`src/rtl/hazard_pkg.sv`:
```
// ---------------------------------------------------------------------------
// hazard_pkg
// Shared types and default constants for the hazard control unit and its
// memory port arbiter.
//   flush_state_t     : front-end flush sequencer states
//   DEF_*             : default values for the unit's parameters
// ---------------------------------------------------------------------------
package hazard_pkg;

    localparam int DEF_NUM_FU       = 3;
    localparam int DEF_MAX_BR       = 4;
    localparam int DEF_FLUSH_CYCLES = 2;
    localparam int DEF_STARVE_LIMIT = 8;
    localparam int PERF_W           = 32;

    typedef enum logic {
        FLUSH_IDLE   = 1'b0,
        FLUSH_ACTIVE = 1'b1
    } flush_state_t;

endpackage

```
`src/rtl/mem_port_arbiter.sv`:
```
// ---------------------------------------------------------------------------
// mem_port_arbiter
// Single memory port shared by committing stores and the load buffer.
// Stores win by default. A load that has been refused STARVE_LIMIT
// consecutive cycles is forced through on the next cycle.
// Ports:
//   clock, reset      : rising-edge clock, async active-low reset
//   commit_wr_mem     : store request from commit
//   lb_read_req       : load request from the load buffer
//   mem_grant_st      : store owns the port this cycle
//   mem_grant_ld      : load owns the port this cycle
// ---------------------------------------------------------------------------
module mem_port_arbiter
    import hazard_pkg::*;
#(
    parameter int STARVE_LIMIT = DEF_STARVE_LIMIT
) (
    input  logic clock,
    input  logic reset,
    input  logic commit_wr_mem,
    input  logic lb_read_req,
    output logic mem_grant_st,
    output logic mem_grant_ld
);

    localparam int SW = $clog2(STARVE_LIMIT + 1);

    logic [SW-1:0] starve_cnt;
    logic          force_ld;

    assign force_ld     = (starve_cnt == SW'(STARVE_LIMIT));
    assign mem_grant_st = commit_wr_mem & ~force_ld;
    assign mem_grant_ld = lb_read_req & ~mem_grant_st;

    // Counts consecutive refused load cycles; any gap in the request or a
    // successful load restarts the count.
    always_ff @(posedge clock or negedge reset) begin
        if (!reset) begin
            starve_cnt <= '0;
        end else if (!lb_read_req || mem_grant_ld) begin
            starve_cnt <= '0;
        end else if (!force_ld) begin
            starve_cnt <= starve_cnt + SW'(1);
        end
    end

endmodule

```
`src/rtl/hazard_control_unit.sv`:
```
// ---------------------------------------------------------------------------
// hazard_control_unit
// Central stall / flush / grant generator for the out-of-order front end.
// Optional performance counters are built when HAZARD_PERF_CNT_EN is defined.
//
// Flush sequencer states:
//   state        | meaning
//   FLUSH_IDLE   | normal issue, no mispredict recovery in progress
//   FLUSH_ACTIVE | front end held in flush for flush_cnt more cycles
//
// Ports:
//   clock, reset           : rising-edge clock, async active-low reset
//   is_valid_inst          : issue stage holds an instruction
//   is_fu_sel[NUM_FU]      : one-hot target reservation station
//   rs_full[NUM_FU]        : reservation station full flags
//   rob_full               : reorder buffer full
//   is_branch              : issuing instruction is a branch
//   br_resolve             : a branch left its FU
//   ex_take_branch         : mispredict, start recovery
//   commit_wr_mem          : store request
//   lb_read_req            : load request
//   wb_valid/wb_written    : per-channel writeback register status
//   if_enable              : fetch may advance
//   if_is_enable           : fetch/issue register may load
//   if_is_flush            : flush fetch/issue register
//   rob_enable             : allocate ROB entry
//   rs_enable[NUM_FU]      : write selected reservation station
//   exec_stall[NUM_FU]     : hold functional unit
//   wb_enable[NUM_FU]      : writeback register may load
//   mem_grant_st/_ld       : memory port grants
//   br_count               : unresolved branches in flight
//   stall_cycles           : (perf) issue-stalled cycles with valid inst
//   flush_events           : (perf) mispredict count
// ---------------------------------------------------------------------------
module hazard_control_unit
    import hazard_pkg::*;
#(
    parameter int NUM_FU       = DEF_NUM_FU,
    parameter int MAX_BR       = DEF_MAX_BR,
    parameter int FLUSH_CYCLES = DEF_FLUSH_CYCLES,
    parameter int STARVE_LIMIT = DEF_STARVE_LIMIT
) (
    input  logic                        clock,
    input  logic                        reset,
    input  logic                        is_valid_inst,
    input  logic [NUM_FU-1:0]           is_fu_sel,
    input  logic [NUM_FU-1:0]           rs_full,
    input  logic                        rob_full,
    input  logic                        is_branch,
    input  logic                        br_resolve,
    input  logic                        ex_take_branch,
    input  logic                        commit_wr_mem,
    input  logic                        lb_read_req,
    input  logic [NUM_FU-1:0]           wb_valid,
    input  logic [NUM_FU-1:0]           wb_written,
    output logic                        if_enable,
    output logic                        if_is_enable,
    output logic                        if_is_flush,
    output logic                        rob_enable,
    output logic [NUM_FU-1:0]           rs_enable,
    output logic [NUM_FU-1:0]           exec_stall,
    output logic [NUM_FU-1:0]           wb_enable,
    output logic                        mem_grant_st,
    output logic                        mem_grant_ld,
    output logic [$clog2(MAX_BR+1)-1:0] br_count
`ifdef HAZARD_PERF_CNT_EN
    ,
    output logic [PERF_W-1:0]           stall_cycles,
    output logic [PERF_W-1:0]           flush_events
`endif
);

    localparam int BR_W = $clog2(MAX_BR + 1);
    localparam int FL_W = $clog2(FLUSH_CYCLES + 1);

    flush_state_t    state, state_nxt;
    logic [FL_W-1:0] flush_cnt, flush_cnt_nxt;

    logic is_stall;
    logic flushing;
    logic rs_conflict;
    logic br_at_max;
    logic mem_grant_any;
    logic br_inc;
    logic br_dec;

    mem_port_arbiter #(
        .STARVE_LIMIT (STARVE_LIMIT)
    ) u_mem_arb (
        .clock         (clock),
        .reset         (reset),
        .commit_wr_mem (commit_wr_mem),
        .lb_read_req   (lb_read_req),
        .mem_grant_st  (mem_grant_st),
        .mem_grant_ld  (mem_grant_ld)
    );

    assign flushing      = (state == FLUSH_ACTIVE);
    assign rs_conflict   = |(is_fu_sel & rs_full);
    assign br_at_max     = (br_count == BR_W'(MAX_BR));
    assign is_stall      = rob_full | rs_conflict | br_at_max | flushing;
    assign mem_grant_any = mem_grant_st | mem_grant_ld;

    assign rob_enable   = ~is_stall & is_valid_inst;
    assign rs_enable    = {NUM_FU{rob_enable}} & is_fu_sel;
    assign wb_enable    = ~wb_valid | wb_written;
    assign exec_stall   = ~wb_enable;
    assign if_enable    = ~(is_stall | mem_grant_any);
    assign if_is_enable = ~is_stall;
    // A memory grant steals the cycle from fetch, so the issue register is
    // flushed rather than left holding a duplicate.
    assign if_is_flush  = flushing | ex_take_branch | (mem_grant_any & ~is_stall);

    // Branch in-flight counter; a resolve with nothing outstanding is noise.
    assign br_inc = is_branch & rob_enable;
    assign br_dec = br_resolve & (br_count != '0);

    always_ff @(posedge clock or negedge reset) begin
        if (!reset) begin
            br_count <= '0;
        end else if (ex_take_branch) begin
            br_count <= '0;
        end else if (br_inc && !br_dec) begin
            br_count <= br_count + BR_W'(1);
        end else if (br_dec && !br_inc) begin
            br_count <= br_count - BR_W'(1);
        end
    end

    always_ff @(posedge clock or negedge reset) begin
        if (!reset) begin
            state     <= FLUSH_IDLE;
            flush_cnt <= '0;
        end else begin
            state     <= state_nxt;
            flush_cnt <= flush_cnt_nxt;
        end
    end

    // flush_cnt holds the FLUSH_ACTIVE cycles remaining including the
    // current one; a new mispredict restarts the window.
    always_comb begin
        state_nxt     = state;
        flush_cnt_nxt = flush_cnt;
        case (state)
            FLUSH_IDLE: begin
                if (ex_take_branch) begin
                    state_nxt     = FLUSH_ACTIVE;
                    flush_cnt_nxt = FL_W'(FLUSH_CYCLES);
                end
            end
            FLUSH_ACTIVE: begin
                if (ex_take_branch) begin
                    flush_cnt_nxt = FL_W'(FLUSH_CYCLES);
                end else if (flush_cnt == FL_W'(1)) begin
                    state_nxt     = FLUSH_IDLE;
                    flush_cnt_nxt = '0;
                end else begin
                    flush_cnt_nxt = flush_cnt - FL_W'(1);
                end
            end
            default: begin
                state_nxt     = FLUSH_IDLE;
                flush_cnt_nxt = '0;
            end
        endcase
    end

`ifdef HAZARD_PERF_CNT_EN
    always_ff @(posedge clock or negedge reset) begin
        if (!reset) begin
            stall_cycles <= '0;
            flush_events <= '0;
        end else begin
            if (is_stall && is_valid_inst && (stall_cycles != '1)) begin
                stall_cycles <= stall_cycles + PERF_W'(1);
            end
            if (ex_take_branch && (flush_events != '1)) begin
                flush_events <= flush_events + PERF_W'(1);
            end
        end
    end
`endif

endmodule

```
`config.mk`:
```
export PLATFORM = sky130hd
export DESIGN_NAME = hazard_control_unit
export DESIGN_NICKNAME = d
export VERILOG_FILES = /design/src/rtl/hazard_pkg.sv /design/src/rtl/mem_port_arbiter.sv /design/src/rtl/hazard_control_unit.sv
export SDC_FILE = /design/constraint.sdc
export NUM_CORES = 1
export LEC_CHECK = 0
export CAP_MARGIN = 0
export CORE_UTILIZATION = 37
export CTS_CLUSTER_DIAMETER = 100
export DETAILED_ROUTE_END_ITERATION = 6
export GPL_ROUTABILITY_DRIVEN = 0
export PLACE_DENSITY_LB_ADDON = 0.3
export SLEW_MARGIN = 20
export SYNTH_ARGS = -nofsm -noshare
export SYNTH_HDL_FRONTEND = slang
export SYNTH_SLANG_ARGS = --single-unit
```
`constraint.sdc`:
```
create_clock -name clock -period 2.5 [get_ports clock]
set_input_delay 0.625 -clock clock [delete_from_list [all_inputs] [get_ports clock]]
set_output_delay 0.625 -clock clock [all_outputs]
set_load 0.1 [all_outputs]
```
==> results of run 1 <==
==> worst max-delay path, cell delays in order <==
cell and delay, ns:
clkdlybuf4s15_1 0.19, a22o_4 0.24, nor3_4 0.28, nor3b_4 0.28, buf_12 0.20
==> routing by layer <==
metal  track usage, %  up-vias  routed length [um]
li1                 -      352                   -
met1             22.6      354                 714
met2             45.0       18                1180
met3             6.40        2                  97
met4             4.85        0                  10
met5                0        -                   0
==> cells by family after synthesis <==
logic type               share of synthesized area, %
multiplexers                                     3.32
flip-flops                                       36.9
AO/OA/AOI/OAI                                    13.5
XOR/XNOR                                         6.27
adder cells (fa/ha/maj)                          8.49
buffers and inverters                            5.54
AND/OR/NAND/NOR                                  26.0
==> synth_stat cells <==
cell       n
and3_1     4
nor2_1     8
nor3b_1    1
nand2_1    6
nand2b_1   3
inv_1     10
xor2_1     1
o21ai_0    1
xor2_2     1
nand3_1    2
xnor2_1    2
o21a_1     3
a211o_1    2
a22o_1     1
nor3b_2    1
o211ai_1   1
mux2_1     2
ha_1       3
o21ai_1    2
o31ai_1    1
nor2b_1    1
a21o_1     1
and2_1     2
fa_1       1
nor3_1     2
a21oi_1    1
dfrtp_1   10
nor4_4     1
==> report_power, final <==
group | internal, W | total, W | switching [W]
Clock | 0.0000883 | 0.000142 | 0.0000532
Combinational | 0.000169 | 0.000442 | 0.000273
Sequential | 0.000190 | 0.000220 | 0.0000296
==> state kept, by name, summed over array words and instances (netlist names) <==
name                  flops
u_mem_arb.starve_cnt      4
flush_cnt                 2
flushing                  1
br_count                  3
==> final timing paths <==
kind                                                      from                             endpoint  slack [ns]  cells past startpoint
setup / recovery                                  is_fu_sel[1]                            if_enable        0.05                      5
setup reg to reg                            flushing$_DFF_PN0_              br_count[2]$_DFFE_PN0P_        0.26                      9
hold reg to reg            u_mem_arb.starve_cnt[0]$_DFFE_PN0P_  u_mem_arb.starve_cnt[0]$_DFFE_PN0P_        0.52                      1
hold / removal             u_mem_arb.starve_cnt[0]$_DFFE_PN0P_  u_mem_arb.starve_cnt[0]$_DFFE_PN0P_        0.52                      1
min in group asynchronous                                reset  u_mem_arb.starve_cnt[2]$_DFFE_PN0P_        0.68                      1
max in group asynchronous                                reset              br_count[2]$_DFFE_PN0P_        1.46                      1
==> metrics by stage <==
stage          instance area [um2]  power, W  util [%]  setup TNS, ns  std cells
6_report                      1400  0.000804      81.2              0        150
5_1_grt                       1400  0.000844      81.2       -0.00919        150
4_1_cts                       1410  0.000812      81.5              0        150
3_5_place_dp                  1360  0.000667      78.8          -1.97        143
3_3_place_gp                  1360  0.000653      78.8          -1.51        143
2_1_floorplan                  761  0.000507         -          -3.65         74
==> timing repair <==
action / CTS / global route
pin swaps: 3 / 2
gates cloned: 0 / 0
resized for setup: 17 / 6
setup endpoints to repair: 8 / 2
buffers inserted: 3 / 0
==> final cells by class <==
type	instances	area [um2]
tap	25	31.3
fill	118	324
clock buffer	4	36.3
inverter	10	48.8
multi-input combinational	54	464
sequential	10	256
timing repair buffer	47	566
==> key figures, run 1 <==
Run status
  – Outcome: finished, final reports clean

Drt
  – Drt wl/cell: 13.3 um
  – Drt initial violations: 6
  – DRC violations left: 0
  – Post-route ant nets: 0
  – Vias per cell: 4.84
  – Final WL: 2.00 mm
  – Router iterations before antenna repair: 4
  – Via count: 726

STA
  – Final setup viols: 0
  – Hold Violations, Final: 0
  – Slew HR: 69.2%
  – Max Slew Vio Count: 0
  – Worst Clk Skew: 0.00566 ns
  – Worst Max-Slew Pin Slew: 0.461 ns
  – Final period util: 98.0%
  – Final worst setup slack: 0.0489 ns
  – Fmax: 408 MHz
  – Period minus WS final: 2.45 ns
  – Hold Worst Slack: 0.516 ns
  – Unrepaired setup endpoints after global routing: true

Yosys
  – Synth Instances: 74
  – Mapped Avg Cell Area: 9.16 um2
  – Cell variety after synth: 28
  – Largest area contributor in the netlist: dfrtp_1
  – Register area share after synthesis: 36.9%
  – Synth Register Bits: 10
  – Syn Nets: 99
  – Ys Warns: 0
  – Yosys top cell area share: 36.9%
  – Post-Syn Area: 678 um2
  – Area contributors post-synth: dfrtp_1, ha_1, inv_1, nor2_1, and3_1

Clock network
  – Clock latency on the worst-skew pair: 0.26 ns
  – Root Buffer: clkbuf_4
  – Clock Pin Slew Worst Setup and Hold Paths: 0.07 ns
  – Cts bufs inserted: 3
  – Hold Buf Count CTS: 0
  – Clock buffer depth: 2
  – CTS sink count: 10
  – Clock H-tree levels: 1
  – CTS tree: done

Pwr
  – Pwr per Cell Area: 573 nW/um2
  – VDD IR-drop max: 0.663 mV
  – Leakage: 0.622 nW

GRT
  – GRT Overall Usage: 22.5%
  – First-pass GRT wire length: 3.15 mm
  – Initial antenna violation count: 0
  – Vias in the first global route: 739
  – Largest net degree at the start of global routing: 11
  – GR Overflow Total: 0

Layout
  – Most common cell after layout, fill and taps aside: buf_12
  – Area Growth Syn to Fin: 107%
  – Layout net count: 151
  – Antenna Diode Count: 0
  – Share of layout cells above drive strength 1: 47.2%
  – Commonest cells after routing, fill and taps aside: buf_12, clkdlybuf4s50_1, buf_4, nor2_1

Hold path
  – Hold WC Path Type: flip-flop to flip-flop

Floorplanning
  – Die area: 2010 um2
  – Starting Density: 39.3%
  – Die W: 44.8 um
  – Top-level I/O count: 39
  – DIE HEIGHT: 44.8 um
  – Std cell rows: 15
  – Core Area: 1730 um2

Run
  – MaxCap Viol Count: 0

Worst setup path
  – Crit Path Category: primary input to output pin
  – Critical path endpoint category: output pin
  – Critical Path RT: 1.88 ns
  – WP data arrival: 1.83 ns
  – Crit path max fanout: 7
  – Worst Setup Start Kind: primary input

Placement
  – Buffers on Ports: 38
  – HPWL Detailed: 1.69 mm
  – DP Worst Slack: -0.293 ns
No activity file was read; power rests on OpenSTA's default activity.
==> run 2, diff against run 1 <==
--- a/config.mk
+++ b/config.mk
@@ -6,7 +6,10 @@
 export NUM_CORES = 1
 export LEC_CHECK = 0
 export CAP_MARGIN = 0
-export CORE_UTILIZATION = 37
+export CELL_PAD_IN_SITES_DETAIL_PLACEMENT = 0
+export CELL_PAD_IN_SITES_GLOBAL_PLACEMENT = 1
+export CORE_UTILIZATION = 26
+export CTS_BUF_LIST = sky130_fd_sc_hd__clkbuf_16
 export CTS_CLUSTER_DIAMETER = 100
 export DETAILED_ROUTE_END_ITERATION = 6
 export GPL_ROUTABILITY_DRIVEN = 0
==> key figures, run 2 (synthesized netlist as in run 1, its figures left out) <==
Layout
  – Max FFs per register: 4
  – # fillers: 222
  – Most common cell after layout, fill and taps aside: buf_12
  – Commonest cells after routing, fill and taps aside: buf_12, clkdlybuf4s50_1, buf_4, nor2_1
  – Register name with the most flops: u_mem_arb.starve_cnt
  – Layout net count: 150
  – Fin cells: 154
  – Antenna Diode Count: 0
  – Largest registers: u_mem_arb.starve_cnt x4, br_count x3, flush_cnt x2
  – Share of layout cells above drive strength 1: 46.8%
  – Area Growth Syn to Fin: 112%

Pwr
  – Pwr per Cell Area: 655 nW/um2
  – Internal power: 0.000569 W
  – Sequential share of power: 23.7%
  – Leakage: 0.633 nW
  – Switching Share: 39.6%
  – Sw power: 0.000373 W
  – Clock share of power: 29.7%
  – Combinational share of power: 46.6%
  – VDD IR-drop max: 0.540 mV

Run
  – MaxCap Viol Count: 0

GRT
  – GRT Overall Usage: 14.5%
  – Initial antenna violation count: 0
  – Vias in the first global route: 688
  – First-pass GRT wire length: 2.88 mm
  – Largest net degree at the start of global routing: 11
  – GR Overflow Total: 0

Hold path
  – Hold path start: u_mem_arb.starve_cnt[0]$_DFFE_PN0P_
  – Worst Hold End: u_mem_arb.starve_cnt[0]$_DFFE_PN0P_
  – Hold WC Path Type: flip-flop to flip-flop
  – Hold path depth: 1

Worst setup path
  – Critical Path RT: 1.88 ns
  – CP Buf/Inv Count: 2
  – RR Endpoint: br_count[2]$_DFFE_PN0P_
  – Reg-to-reg startpoint: flushing$_DFF_PN0_
  – WP data arrival: 1.81 ns
  – Worst path max stage delay: 0.34 ns
  – Reg2Reg Depth: 9
  – Largest delay contributor family on the critical path: simple AND/OR/NAND/NOR gates
  – Crit Path Category: primary input to output pin
  – Worst Setup Start Kind: primary input
  – R2R setup slack: 0.28 ns
  – Critical path endpoint category: output pin
  – Crit path max fanout: 7
  – Critical path's slowest cell: a211o_4
  – CP Cell Sequence: buf_6 -> a211o_4 -> nor3_4 -> nor3b_4 -> buf_12
  – CP startpoint: rs_full[2]

Clock network
  – Clock Pin Slew Worst Setup and Hold Paths: 0.04 ns
  – CTS sink count: 10
  – Clock latency on the worst-skew pair: 0.23 ns
  – CTS tree: done
  – Clock H-tree levels: 1
  – Cts bufs inserted: 3
  – Root Buffer: clkbuf_16
  – Clock buffer depth: 2

STA
  – Final period util: 97.6%
  – Worst Max-Slew Pin Slew: 0.445 ns
  – Hold Worst Slack: 0.504 ns
  – Hold Violations, Final: 0
  – Period minus WS final: 2.44 ns
  – Slew HR: 70.2%
  – Max Slew Vio Count: 0
  – Final worst setup slack: 0.0602 ns
  – Fmax: 410 MHz
  – Unrepaired setup endpoints after global routing: false
  – Worst Clk Skew: 0.000267 ns
  – Final setup viols: 0

Run status
  – Outcome: finished, final reports clean

Drt
  – Vias per cell: 4.57
  – Drt initial violations: 9
  – Drt wl/cell: 12.1 um
  – Router iterations before antenna repair: 3
  – Final WL: 1.87 mm
  – Post-route ant nets: 0
  – Via count: 704
  – DRC violations left: 0

Placement
  – Dpl cells: 147
  – Buffers on Ports: 38
  – HPWL Detailed: 1.57 mm
  – DP Worst Slack: -0.358 ns

Floorplanning
  – Die area: 2820 um2
  – Core Area: 2480 um2
  – DIE HEIGHT: 53.1 um
  – Die W: 53.1 um
  – Top-level I/O count: 39
  – Std cell rows: 18
  – Starting Density: 27.4%
==> run 2: repair_timing <==
| action | in CTS | in global routing |
|---|---|---|
| buffers inserted | 2 | 1 |
| hold buffers | 0 | 0 |
| cloned | 0 | 0 |
| gates resized for setup | 21 | 5 |
| pin swaps | 3 | 2 |
| setup endpoints to repair | 8 | 1 |
==> run 2: worst max-delay path by stage <==
| stage | to | slack (ns) | depth (start not counted) |
|---|---|---|---|
| after floorplan | if_enable | -0.90 | 3 |
| after detailed placement | if_enable | -0.36 | 5 |
| final | if_enable | 0.06 | 5 |
| after global routing | if_enable | 0.004 | 5 |
| after CTS | if_enable | -0.01 | 5 |
| after global placement | if_enable | -0.29 | 5 |
==> run 2: worst register-to-register path: cells and delay by family (launching register included) <==
family          cells  cell delay [ns]
compound gates      4             0.85
simple gates        3             0.53
flops               1             0.43
fa+ha+maj           1             0.20
buf+inv             1             0.14
==> run 2: power groups by stage <==
stage	registers [W]	clock network, W	logic, W
finish	0.000223	0.000280	0.000439
global route	0.000226	0.000300	0.000467
CTS	0.000223	0.000287	0.000443
detailed placement	0.000225	0	0.000437
global placement	0.000225	0	0.000430
floorplan	0.000302	0	0.000205
==> run 2: metrics by stage <==
stage                     instance area, um2  TNS, ns  utilization (%)  total power [W]
final                                   1440        0             58.0         0.000942
after global routing                    1440        0             58.0         0.000993
after CTS                               1450  -0.0130             58.5         0.000953
after detailed placement                1360    -2.43             54.8         0.000662
after global placement                  1360    -1.94             54.8         0.000655
after floorplan                          761    -3.65                -         0.000507
==> run 2: routing by layer <==
metal	up-vias	global-route usage (%)	wire (um)	share of wire, %
met5	-	0	0	0
met4	0	7.89	19	1.0
met3	2	2.59	112	6.0
met2	22	27.0	1040	56
met1	333	15.0	692	37
li1	347	-	-	-
==> run 2: layout make-up <==
class	count	area, um2	area share (%)
sequential	10	256	17.8
clock buffer	3	75.1	5.22
clock inverter	1	3.75	0.261
timing repair buffer	46	561	39.0
tap	30	37.5	2.61
multi-input combinational	54	455	31.7
inverter	10	48.8	3.39
